--- config.mk ---
export PLATFORM = sky130hd
export DESIGN_NAME = program_loader
export DESIGN_NICKNAME = d
export VERILOG_FILES = /design/src/rtl/loader_pkg.sv /design/src/rtl/program_loader.sv
export SDC_FILE = /design/constraint.sdc
export NUM_CORES = 1
export LEC_CHECK = 0
export ABC_CLOCK_PERIOD_IN_PS = 6000
export BUFFER_PORTS_ARGS = -buffer_cell sky130_fd_sc_hd__buf_2
export CAP_MARGIN = 20
export CORE_MARGIN = 2
export CORE_UTILIZATION = 55
export CTS_BUF_LIST = sky130_fd_sc_hd__clkbuf_8
export DETAILED_ROUTE_END_ITERATION = 10
export PLACE_DENSITY = 0.73
export REMOVE_ABC_BUFFERS = 1
export SYNTH_ARGS = -nofsm -noshare
export SYNTH_HDL_FRONTEND = slang
export SYNTH_SLANG_ARGS = --single-unit
--- constraint.sdc ---
create_clock -name clk -period 6 [get_ports clk]
set_input_delay 0.3 -clock clk [delete_from_list [all_inputs] [get_ports clk]]
set_output_delay 0.3 -clock clk [all_outputs]
set_load 0.02 [all_outputs]
--- src/rtl/loader_pkg.sv ---
// Shared types and helpers for the boot-time program loader.
package loader_pkg;

  typedef enum logic [2:0] {
    S_LEN,
    S_DATA,
    S_CHK,
    S_RUN,
    S_ERR
  } loader_state_t;

  localparam int FRAME_MAX = 256;

  // A frame is good when the payload sum plus the check byte wraps to zero.
  function automatic logic chk_ok(input logic [7:0] sum, input logic [7:0] chk);
    logic [7:0] total;
    total = sum + chk;
    return (total == 8'd0);
  endfunction

endpackage

--- src/rtl/program_loader.sv ---
// Loads a LEN/payload/CHK frame into program memory, then releases the CPU reset.
// Writes lag accepted payload bytes by one cycle; in_ready drops outside framing states or on load_req.
module program_loader
  import loader_pkg::*;
#(
  parameter int              ADDR_W    = 8,
  parameter logic [ADDR_W-1:0] LOAD_BASE = '0
) (
  input  logic              clk,
  input  logic              reset,
  input  logic              in_valid,
  input  logic [7:0]        in_data,
  output logic              in_ready,
  input  logic              load_req,
  output logic              mem_we,
  output logic [ADDR_W-1:0] mem_addr,
  output logic [7:0]        mem_wdata,
  output logic              cpu_reset,
  output logic              done,
  output logic              error
);

  loader_state_t     state_q, state_d;
  logic [8:0]        remaining_q, remaining_d;
  logic [7:0]        sum_q, sum_d;
  logic [ADDR_W-1:0] addr_q, addr_d;
  logic              mem_we_q, mem_we_d;
  logic [ADDR_W-1:0] mem_addr_q, mem_addr_d;
  logic [7:0]        mem_wdata_q, mem_wdata_d;
  logic              cpu_reset_q, cpu_reset_d;
  logic              done_q, done_d;
  logic              error_q, error_d;
  logic              accept;

  assign in_ready = ((state_q == S_LEN) || (state_q == S_DATA) || (state_q == S_CHK)) && !load_req;
  assign accept   = in_valid && in_ready;

  always_comb begin
    state_d     = state_q;
    remaining_d = remaining_q;
    sum_d       = sum_q;
    addr_d      = addr_q;
    mem_we_d    = 1'b0;
    mem_addr_d  = mem_addr_q;
    mem_wdata_d = mem_wdata_q;
    cpu_reset_d = cpu_reset_q;
    done_d      = done_q;
    error_d     = error_q;

    if (load_req) begin
      state_d     = S_LEN;
      remaining_d = '0;
      sum_d       = '0;
      addr_d      = LOAD_BASE;
      cpu_reset_d = 1'b1;
      done_d      = 1'b0;
      error_d     = 1'b0;
    end else if (accept) begin
      unique case (state_q)
        S_LEN: begin
          // LEN of zero encodes a full-size frame.
          remaining_d = (in_data == 8'd0) ? 9'(FRAME_MAX) : {1'b0, in_data};
          sum_d       = '0;
          addr_d      = LOAD_BASE;
          state_d     = S_DATA;
        end
        S_DATA: begin
          mem_we_d    = 1'b1;
          mem_addr_d  = addr_q;
          mem_wdata_d = in_data;
          addr_d      = addr_q + ADDR_W'(1);
          sum_d       = sum_q + in_data;
          remaining_d = remaining_q - 9'd1;
          if (remaining_q == 9'd1) begin
            state_d = S_CHK;
          end
        end
        S_CHK: begin
          if (chk_ok(sum_q, in_data)) begin
            state_d     = S_RUN;
            cpu_reset_d = 1'b0;
            done_d      = 1'b1;
          end else begin
            state_d = S_ERR;
            error_d = 1'b1;
          end
        end
        default: ;
      endcase
    end
  end

  always_ff @(posedge clk or negedge reset) begin
    if (!reset) begin
      state_q     <= S_LEN;
      remaining_q <= '0;
      sum_q       <= '0;
      addr_q      <= LOAD_BASE;
      mem_we_q    <= 1'b0;
      mem_addr_q  <= LOAD_BASE;
      mem_wdata_q <= '0;
      cpu_reset_q <= 1'b1;
      done_q      <= 1'b0;
      error_q     <= 1'b0;
    end else begin
      state_q     <= state_d;
      remaining_q <= remaining_d;
      sum_q       <= sum_d;
      addr_q      <= addr_d;
      mem_we_q    <= mem_we_d;
      mem_addr_q  <= mem_addr_d;
      mem_wdata_q <= mem_wdata_d;
      cpu_reset_q <= cpu_reset_d;
      done_q      <= done_d;
      error_q     <= error_d;
    end
  end

  assign mem_we    = mem_we_q;
  assign mem_addr  = mem_addr_q;
  assign mem_wdata = mem_wdata_q;
  assign cpu_reset = cpu_reset_q;
  assign done      = done_q;
  assign error     = error_q;

endmodule
# Word level (Yosys, flattened, before mapping)
# Cells that the tools add are included.
dict set report op_classes {
  reduce_logical 18
  shift 0
  n_lt_le_gt_ge 0
  n_addsub 3
  mux 30
  eq_ne 5
  div_mod_pow 0
  bitwise 1
  mul 0
}
# op count
set op_table {}
lappend op_table {{two-way mux 8 bit} 4}
lappend op_table {{case mux 8 bit (2 select lines)} 2}
lappend op_table {{two-way mux 9 bit} 3}
lappend op_table {{case mux 9 bit (2 select lines)} 1}
lappend op_table {{zero test 8 bit} 2}
lappend op_table {{two-way mux 1 bit} 15}
lappend op_table {{two-way mux 3 bit} 4}
lappend op_table {{AND reduction 3 bit} 4}
lappend op_table {{== test 9 x 1 -> 1 bit (second input constant)} 1}
lappend op_table {{case mux 3 bit (3 select lines)} 1}
lappend op_table {{subtractor 9 x 1 -> 9 bit (second input constant)} 1}
lappend op_table {{adder 8 x 1 -> 8 bit (second input constant)} 1}
lappend op_table {{adder 8 bit} 1}
lappend op_table {{nonzero test 2 bit} 3}
lappend op_table {{nonzero test 4 bit} 1}
lappend op_table {{== test 3 x 1 -> 1 bit (second input constant)} 1}
lappend op_table {{== test 3 x 2 -> 1 bit (second input constant)} 1}
lappend op_table {{zero test 3 bit} 1}
lappend op_table {{inequality test 3 x 2 -> 1 bit (second input constant)} 1}
lappend op_table {{nonzero test 3 bit} 1}
lappend op_table {{logical AND 1 bit} 2}
lappend op_table {{logical OR 1 bit} 2}
lappend op_table {{inequality test 2 bit (second input constant)} 1}
lappend op_table {{AND reduction 2 bit} 1}
lappend op_table {{2 further kinds} 2}
dict set report totals {
  mem_bits_rw 0
  latchBits 0
  out_inout_bits 21
  regBits 48
  mem_bits_ro 0
  wordCells 67
  mem_count 0
}

# Depth between registers and ports, before layout
# Gate-level depths: netlist of the first run.
dict set report logic_depth {
  word_depth 7
  mapped_depth 8
}

# Least setup slack after synthesis of the first run
# Ideal clock, no wire load.
dict set report synth_path {
  path_kind {register to register}
  start {reg sum_q[0]}
  end {reg state_q[2]}
  setup_time_ns 0.095
  path_buffers 0
  path_slack_ns 3.709
  arrival_time_ns 2.196
  path_stages_with_launch 9
  cell_sequence {dfrtp_1 > ha_1 > fa_1 > a211o_1 > and3_4 > o311ai_4 > nor2_2 > and2_4 > o32ai_2}
}
dict set report synth_between {
  elab_chain_len 6
}
# item line
set synth_lines {}
lappend synth_lines {{start: declaration} program_loader.sv:25} ;# logic [7:0] sum_q, sum_d;
lappend synth_lines {{start signal: assignment} program_loader.sv:108} ;# sum_q <= sum_d;
lappend synth_lines {{adder 8 bit} loader_pkg.sv:17} ;# total = sum + chk;
lappend synth_lines {{zero test 8 bit} loader_pkg.sv:18} ;# return (total == 8'd0);
lappend synth_lines {{two-way mux 3 bit} program_loader.sv:79} ;# if (chk_ok(sum_q, in_data)) begin
lappend synth_lines {{case mux 3 bit (3 select lines)} program_loader.sv:59} ;# unique case (state_q)
lappend synth_lines {{two-way mux 3 bit} program_loader.sv:58} ;# end else if (accept) begin
lappend synth_lines {{two-way mux 3 bit} program_loader.sv:50} ;# if (load_req) begin
lappend synth_lines {{end signal: assignment} program_loader.sv:106} ;# state_q <= state_d;
lappend synth_lines {{end: declaration} program_loader.sv:23} ;# loader_state_t state_q, state_d;
# Every way passes these cells. The select of a mux whose other input is x is not followed.
# A chain may end at the register's enable or synchronous reset.

# Worst setup path in the final report of the first run
dict set report layout_path {
  start {reg state_q[1]}
  end {reg addr_q[6]}
}
dict set report layout_between {
  elab_chain_len 7
  word_cells_on_any_way 13
  classes_between {eq/ne: 2; mux: 3; reduce/logical: 8}
}
# item line
set layout_lines {}
lappend layout_lines {{== test 3 x 1 -> 1 bit / zero test 3 bit (equally long branches)} {program_loader.sv:35, program_loader.sv:59}}
lappend layout_lines {{logical OR 1 bit (2 in series)} program_loader.sv:35} ;# assign in_ready = ((state_q == S_LEN) || (state_q == S_DATA) || (state_q == S_CHK)) && !load_req;
lappend layout_lines {{logical AND 1 bit} program_loader.sv:35}
lappend layout_lines {{logical AND 1 bit} program_loader.sv:36} ;# assign accept = in_valid && in_ready;
lappend layout_lines {{nonzero test 2 bit (no source line)} -}
lappend layout_lines {{AND reduction 2 bit (no source line)} -}
lappend layout_lines {{end signal: assignment} program_loader.sv:109} ;# addr_q <= addr_d;
lappend layout_lines {{end: declaration} program_loader.sv:26} ;# logic [ADDR_W-1:0] addr_q, addr_d;
# Parallel ways exist; a longest one is shown, timed or not. The select of a mux whose other input is x is not followed.

==> run summary, run 1 <==
CTS tree: done
Kind of critical path: reg -> reg
Unrepaired setup endpoints after global routing: no
Worst Tran Pin Value: 0.864 ns
Clk_skew: 0.00920 ns
Most frequent cells after synthesis: nand2_1 (65), dfrtp_1 (47), o21ai_0 (25), nor2_1 (24), a21oi_1 (11)
Peak VDD IR: 194 uV
Crit-path slowest cell: inv_1
Worst-path maximum fanout: 30
Synth Warn #: 0
Leak: 1.46 nW
First-pass GRT wire length: 9630 um
DR pass1 iterations: 4
Slew Limit Fails: 0
CTS sink count: 48
CTS resizes: 0
GR Overflow Total: 0
Final Non-Filler Cells: 372
Comb pwr share: 19.1%
Crit-path cells: nor2_1 -> nand2_1 -> nor2_1 -> nand2_1 -> inv_1 -> nand4_1 -> o21ai_0
Pin count of the biggest net entering global routing: 49
Area leader, netlist: dfrtp_1
Mapped Avg Cell Area: 9.07 um^2
CP bufs+invs: 1
DRC: 0
Core Rows: 25
Post-Syn Instances: 288
Post-synth ARST share: 100%
Most frequent cell after synthesis: nand2_1
Slew Limit Headroom: 42.3%
Int Pwr: 0.000567 W
Post-synth EDFFs: 0
Crit path time final: 2.80 ns
Max-cap check violation count: 0
Via count: 2218
Yosys cell types: 51
Drt initial violations: 172
Total GRT Usage: 23.5%
Top-area cell type share of the netlist area: 45.0%
Mapped cell area: 2610 um^2
Fmax: 357 MHz
Status: finished clean
Antenna viol nets, final: 0
CTS Buf Count: 5
CP delay by family, top: simple AND/OR/NAND/NOR gates
Final setup TNS: 0 ns
Gpl congestion: 0.858
Vias in the first global route: 2083
Root buffer cell: clkbuf_8
Worst path arrival time: 3.03 ns
WL/cell: 15.3 um
Die Height: 72.9 um
Ports: 33
Part of the Yosys area used for sequential elements: 46.0%
Die width: 72.9 um
Area grow syn2layout: 13.2%
Antenna diode count: 0
Slowest Stage Delay on Critical Path: 0.83 ns
Layout cells sized above 1: 17.9%
Clock Path Buffers: 2
CP Launch Type: flip-flop
Clk pwr share: 35.3%
Die area: 5320 um^2
Main synth FF type: dfrtp_1
Vias per cell: 5.96
Fin. Hold Viols: 0
#FFs+latches synth: 48
PD cells: 268 nW/um^2
Synth area leaders: dfrtp_1 (45%), nand2_1 (9.3%), ha_1 (4.8%)
Port Buf Inserts: 32
Hpwl dp: 3930 um
Placed cells: 362
Final nets: 340
Core area: 4660 um^2
Initial Utilization: 56.1%
Worst hold path class: in -> reg
Setup violations, final: 0
Final Routed Wirelength: 5680 um
Sequential fraction of design power: 45.6%
Initial antenna violation count: 0
Worst EP required: 6.23 ns
Sw Ratio: 28.5%
Psw: 0.000227 W
Clock latency on the worst-skew pair: 0.30 ns
CP endpoint kind: flip-flop
Crit share post-route: 46.7%
Clock transition at path regs: 0.10 ns
H-tree depth: 2
==> worst reg2reg max path: stages, from the launching register on <==
cell,delay [ns]
dfrtp_1,0.42
nor2_1,0.25
nand2_1,0.31
nor2_1,0.17
nand2_1,0.42
inv_1,0.83
nand4_1,0.15
o21ai_0,0.18
==> metal layers <==
layer / track usage (%) / up-vias / wire length (um)
li1: - / 1082 / -
met1: 32.3 / 1065 / 2600
met2: 37.4 / 62 / 2670
met3: 4.70 / 9 / 327
met4: 8.23 / 0 / 80
met5: 0 / - / 0
==> sequential cells by signal (all words and copies together) (netlist names) <==
register and count:
mem_we 1, state_q 3, addr_q 8, cpu_reset 1
sum_q 8, done 1, mem_addr 8, mem_wdata 8
remaining_q 9, error 1
==> final cells by class <==
cell class                 count  area (um^2)
clock buffer                   5         68.8
inverter                       8         30.0
tap                           54         67.6
sequential                    48         1200
multi-input combinational    219         1320
timing repair buffer          35          198
clock inverter                 3         68.8
fill                         386         1700
==> cells by family (layout without fill, tap and decap cells) <==
group           count (synthesis)  in the layout  share of synthesized area [%]
simple gates                  132            132                           23.7
compound gates                 74             74                           20.7
flops                          48             48                           46.0
buf+inv                        21             51                           3.40
fa+ha+maj                      11             11                           5.56
xor+xnor                        2              2                          0.671
==> layout by cell type (no fill, tap or decap), types with 6 or more instances in the layout <==
master / instances
nor2_1: 24
a22o_1: 6
buf_2: 32
o21ai_0: 25
dfrtp_1: 47
nand4_1: 6
inv_1: 8
ha_1: 10
a21oi_1: 11
nand2_1: 65
==> power groups by stage <==
stage / clock, W / combinational, W / sequential [W]
2_1_floorplan: 0 / 0.0000815 / 0.000382
3_3_place_gp: 0 / 0.000146 / 0.000369
3_5_place_dp: 0 / 0.000149 / 0.000368
4_1_cts: 0.000285 / 0.000150 / 0.000362
5_1_grt: 0.000298 / 0.000170 / 0.000366
6_report: 0.000280 / 0.000151 / 0.000362
==> stage by stage <==
step	cell area (um^2)	power, W	hold WS [ns]	setup slack (ns)	util, %
detailed placement	2790	0.000517	0.457	3.20	59.8
finish	2960	0.000794	0.259	3.20	63.4
floorplan	2550	0.000464	0.00441	3.71	-
global placement	2790	0.000515	0.456	3.29	59.8
CTS	2930	0.000797	0.205	3.21	62.8
global route	2960	0.000833	0.266	2.82	63.4
==> final timing paths <==
kind | to | from | cells after the start | slack, ns
setup / recovery | addr_q[6]$_DFFE_PN0P_ | state_q[1]$_DFFE_PN0P_ | 7 | 3.20
hold / removal | mem_wdata[6]$_DFFE_PN0P_ | in_data[6] | 3 | 0.26
setup reg to reg | addr_q[6]$_DFFE_PN0P_ | state_q[1]$_DFFE_PN0P_ | 7 | 3.20
hold reg to reg | mem_addr[3]$_DFFE_PN0P_ | mem_addr[3]$_DFFE_PN0P_ | 2 | 0.48
max in group asynchronous | cpu_reset$_DFFE_PN1P_ | reset | 3 | 5.13
min in group asynchronous | remaining_q[4]$_DFFE_PN0P_ | reset | 2 | 0.34
==> repair_timing <==
| item | CTS | global route |
|---|---|---|
| hold endpoints to repair | 0 | 5 |
| hold buffers | 0 | 1 |
| setup buffers | 0 | 0 |
No activity file was read; power rests on OpenSTA's default activity.
==> run 2, diff against run 1 <==
--- a/config.mk
+++ b/config.mk
@@ -5,7 +5,7 @@
 export SDC_FILE = /design/constraint.sdc
 export NUM_CORES = 1
 export LEC_CHECK = 0
-export ABC_CLOCK_PERIOD_IN_PS = 6000
+export ABC_CLOCK_PERIOD_IN_PS = 2800
 export BUFFER_PORTS_ARGS = -buffer_cell sky130_fd_sc_hd__buf_2
 export CAP_MARGIN = 20
 export CORE_MARGIN = 2
==> constraint.sdc (replaced) <==
create_clock -name clk -period 2.8 [get_ports clk]
set_input_delay 0.14 -clock clk [delete_from_list [all_inputs] [get_ports clk]]
set_output_delay 0.14 -clock clk [all_outputs]
set_load 0.02 [all_outputs]
==> run summary, run 2 (synthesis results as in run 1) <==
Pin count of the biggest net entering global routing: 49 (unchanged)
Crit path time final: 2.45 ns (-0.354 ns)
Ports: 33 (unchanged)
First-pass GRT wire length: 9690 um (+0.64%)
Total GRT Usage: 23.8% (+0.28 points)
Die area: 5320 um^2 (unchanged)
WL/cell: 15.5 um (+1.4%)
PD cells: 518 nW/um^2 (+93%)
Met2 usage: 34.7% (-2.6 points)
Worst EP required: 3.02 ns (-3.21 ns)
Reg with most FFs: remaining_q
Fmax: 409 MHz (+14%)
Hold path start: in_data[0]
Met3 usage: 4.14% (-0.55 points)
DR pass1 iterations: 4 (unchanged)
Worst-path maximum fanout: 4 (-87%)
Worst path arrival time: 2.67 ns (-0.36 ns)
Die width: 72.9 um (unchanged)
Unrepaired setup endpoints after global routing: no
Root buffer cell: clkbuf_8
Worst Tran Pin Value: 0.577 ns (-0.287 ns)
Clk_skew: 0.00862 ns (-0.000576 ns)
Vias in the first global route: 1984 (-4.8%)
Leak: 1.46 nW (-0.23%)
Core Rows: 25 (unchanged)
Clock Path Buffers: 2 (unchanged)
Slowest Stage Delay on Critical Path: 0.41 ns (-0.42 ns)
Final setup TNS: 0 ns (unchanged)
Die Height: 72.9 um (unchanged)
Fin util: 63.0% (-0.43 points)
Hold WS: 0.0864 ns (-0.173 ns)
Total power: 0.00152 W (+92%)
Setup violations, final: 0 (unchanged)
Fin. Hold Viols: 0 (unchanged)
CTS tree: done
Crit-path cells: ha_1 -> fa_1 -> a211o_1 -> a21oi_1 -> o221ai_2 -> nor3_4 -> nand4_1 -> a311oi_1
Met1 Usage GRT: 35.7% (+3.4 points)
Drt initial violations: 172 (unchanged)
CTS resizes: 0 (unchanged)
Clock transition at path regs: 0.09 ns (about the same)
Crit path from: sum_q[0]$_DFFE_PN0P_
Initial antenna violation count: 0 (unchanged)
Area grow syn2layout: 12.4%
Vias per cell: 5.85 (-2.0%)
Commonest non-fill, non-tap cells in the layout: nand2_1 (65), dfrtp_1 (47), buf_2 (32)
CP endpoint kind: flip-flop
Final Routed Wirelength: 5800 um (+2.2%)
H-tree depth: 2 (unchanged)
Worst hold path class: in -> reg
CP Launch Type: flip-flop
CTS Buf Count: 5 (unchanged)
Layout fillers: 413 (+7.0%)
Slew Limit Headroom: 61.6% (+19 points)
Core area: 4660 um^2 (unchanged)
CTS sink count: 48 (unchanged)
Post-CTS setup buffers: 0 (unchanged)
Via count: 2192 (-1.2%)
Gpl congestion: 0.863 (+0.51%)
Antenna diode count: 0 (unchanged)
Peak VDD IR: 362 uV (+86%)
Worst r2r src: sum_q[0]$_DFFE_PN0P_
Kind of critical path: reg -> reg
Slew Limit Fails: 0 (unchanged)
Clock latency on the worst-skew pair: 0.31 ns (about the same)
Global-route layer with the greatest usage: met1
Layout cells sized above 1: 18.7% (+0.77 points)
Crit share post-route: 87.4% (+41 points)
DRC: 0 (unchanged)
Status: finished clean
Port Buf Inserts: 32 (unchanged)
GR Overflow Total: 0 (unchanged)
Initial Utilization: 56.1% (unchanged)
Crit-path slowest cell: fa_1
Max-cap check violation count: 0 (unchanged)
Commonest non-fill, non-tap cell in the layout: nand2_1
Hpwl dp: 3950 um (+0.46%)
Final nets: 343 (+0.88%)
Antenna viol nets, final: 0 (unchanged)
Max reg flops: 9 (unchanged)
-- run 2: cell count changes in the layout (fill, tap and decap cells not counted) --
cell,previous run,this run
buf_4,1,4
bufinv_16,2,0
clkinv_2,0,2
buf_12,1,0
buf_16,0,1
clkinv_4,0,1
inv_6,1,0
-- run 2: per-layer routing --
| metal | wire (um) | vias up |
|---|---|---|
| li1 | - | 1089 |
| met1 | 2820 | 1045 |
| met2 | 2590 | 51 |
| met3 | 295 | 7 |
| met4 | 97 | 0 |
| met5 | 0 | - |
-- run 2: critical path, delay by kind of cell (launching register included) --
kind	cells	cell delay, ns
flip-flops	1	0.39
adder cells (fa/ha/maj)	2	0.64
AO/OA/AOI/OAI	4	0.96
AND/OR/NAND/NOR	2	0.38
-- run 2: worst paths after layout --
path | cells past startpoint | slack (ns) | endpoint
max in group asynchronous | 3 | 1.84 | cpu_reset$_DFFE_PN1P_
min in group asynchronous | 2 | 0.36 | addr_q[1]$_DFFE_PN0P_
min | 3 | 0.09 | mem_wdata[0]$_DFFE_PN0P_
max | 8 | 0.35 | state_q[0]$_DFFE_PN0P_
min reg2reg | 2 | 0.47 | mem_addr[4]$_DFFE_PN0P_
max reg2reg | 8 | 0.35 | state_q[0]$_DFFE_PN0P_
-- run 2: stage by stage --
step                      cell area [um^2]  setup WS, ns  std cells
after floorplan                       2550         0.509        275
after global placement                2810         0.440        365
after detailed placement              2810         0.359        365
after CTS                             2900         0.346        373
after global routing                  2940         0.159        375
final                                 2940         0.354        375
-- run 2: cell type report --
cell class	instances	area, um^2	share of cell area (%)
Sequential cell	48	1200	40.9
Inverter	8	30.0	1.02
Multi-Input combinational cell	219	1320	45.0
Clock buffer	5	68.8	2.34
Clock inverter	3	18.8	0.639
Tap cell	54	67.6	2.30
Timing Repair Buffer	38	228	7.75
-- run 2: report_power, final --
| part | total (W) | leakage (nW) | switching [W] | internal [W] |
|---|---|---|---|---|
| logic | 0.000327 | 0.764 | 0.000207 | 0.000120 |
| registers | 0.000773 | 0.646 | 0.0000331 | 0.000740 |
| clock network | 0.000420 | 0.0479 | 0.000245 | 0.000175 |
| total | 0.00152 | 1.46 | 0.000485 | 0.00103 |
-- run 2: repair_timing --
item                                    in CTS  in global routing
endpoints found under the setup margin       0                  0
hold buffers                                 0                  1
endpoints found under the hold margin        0                 23
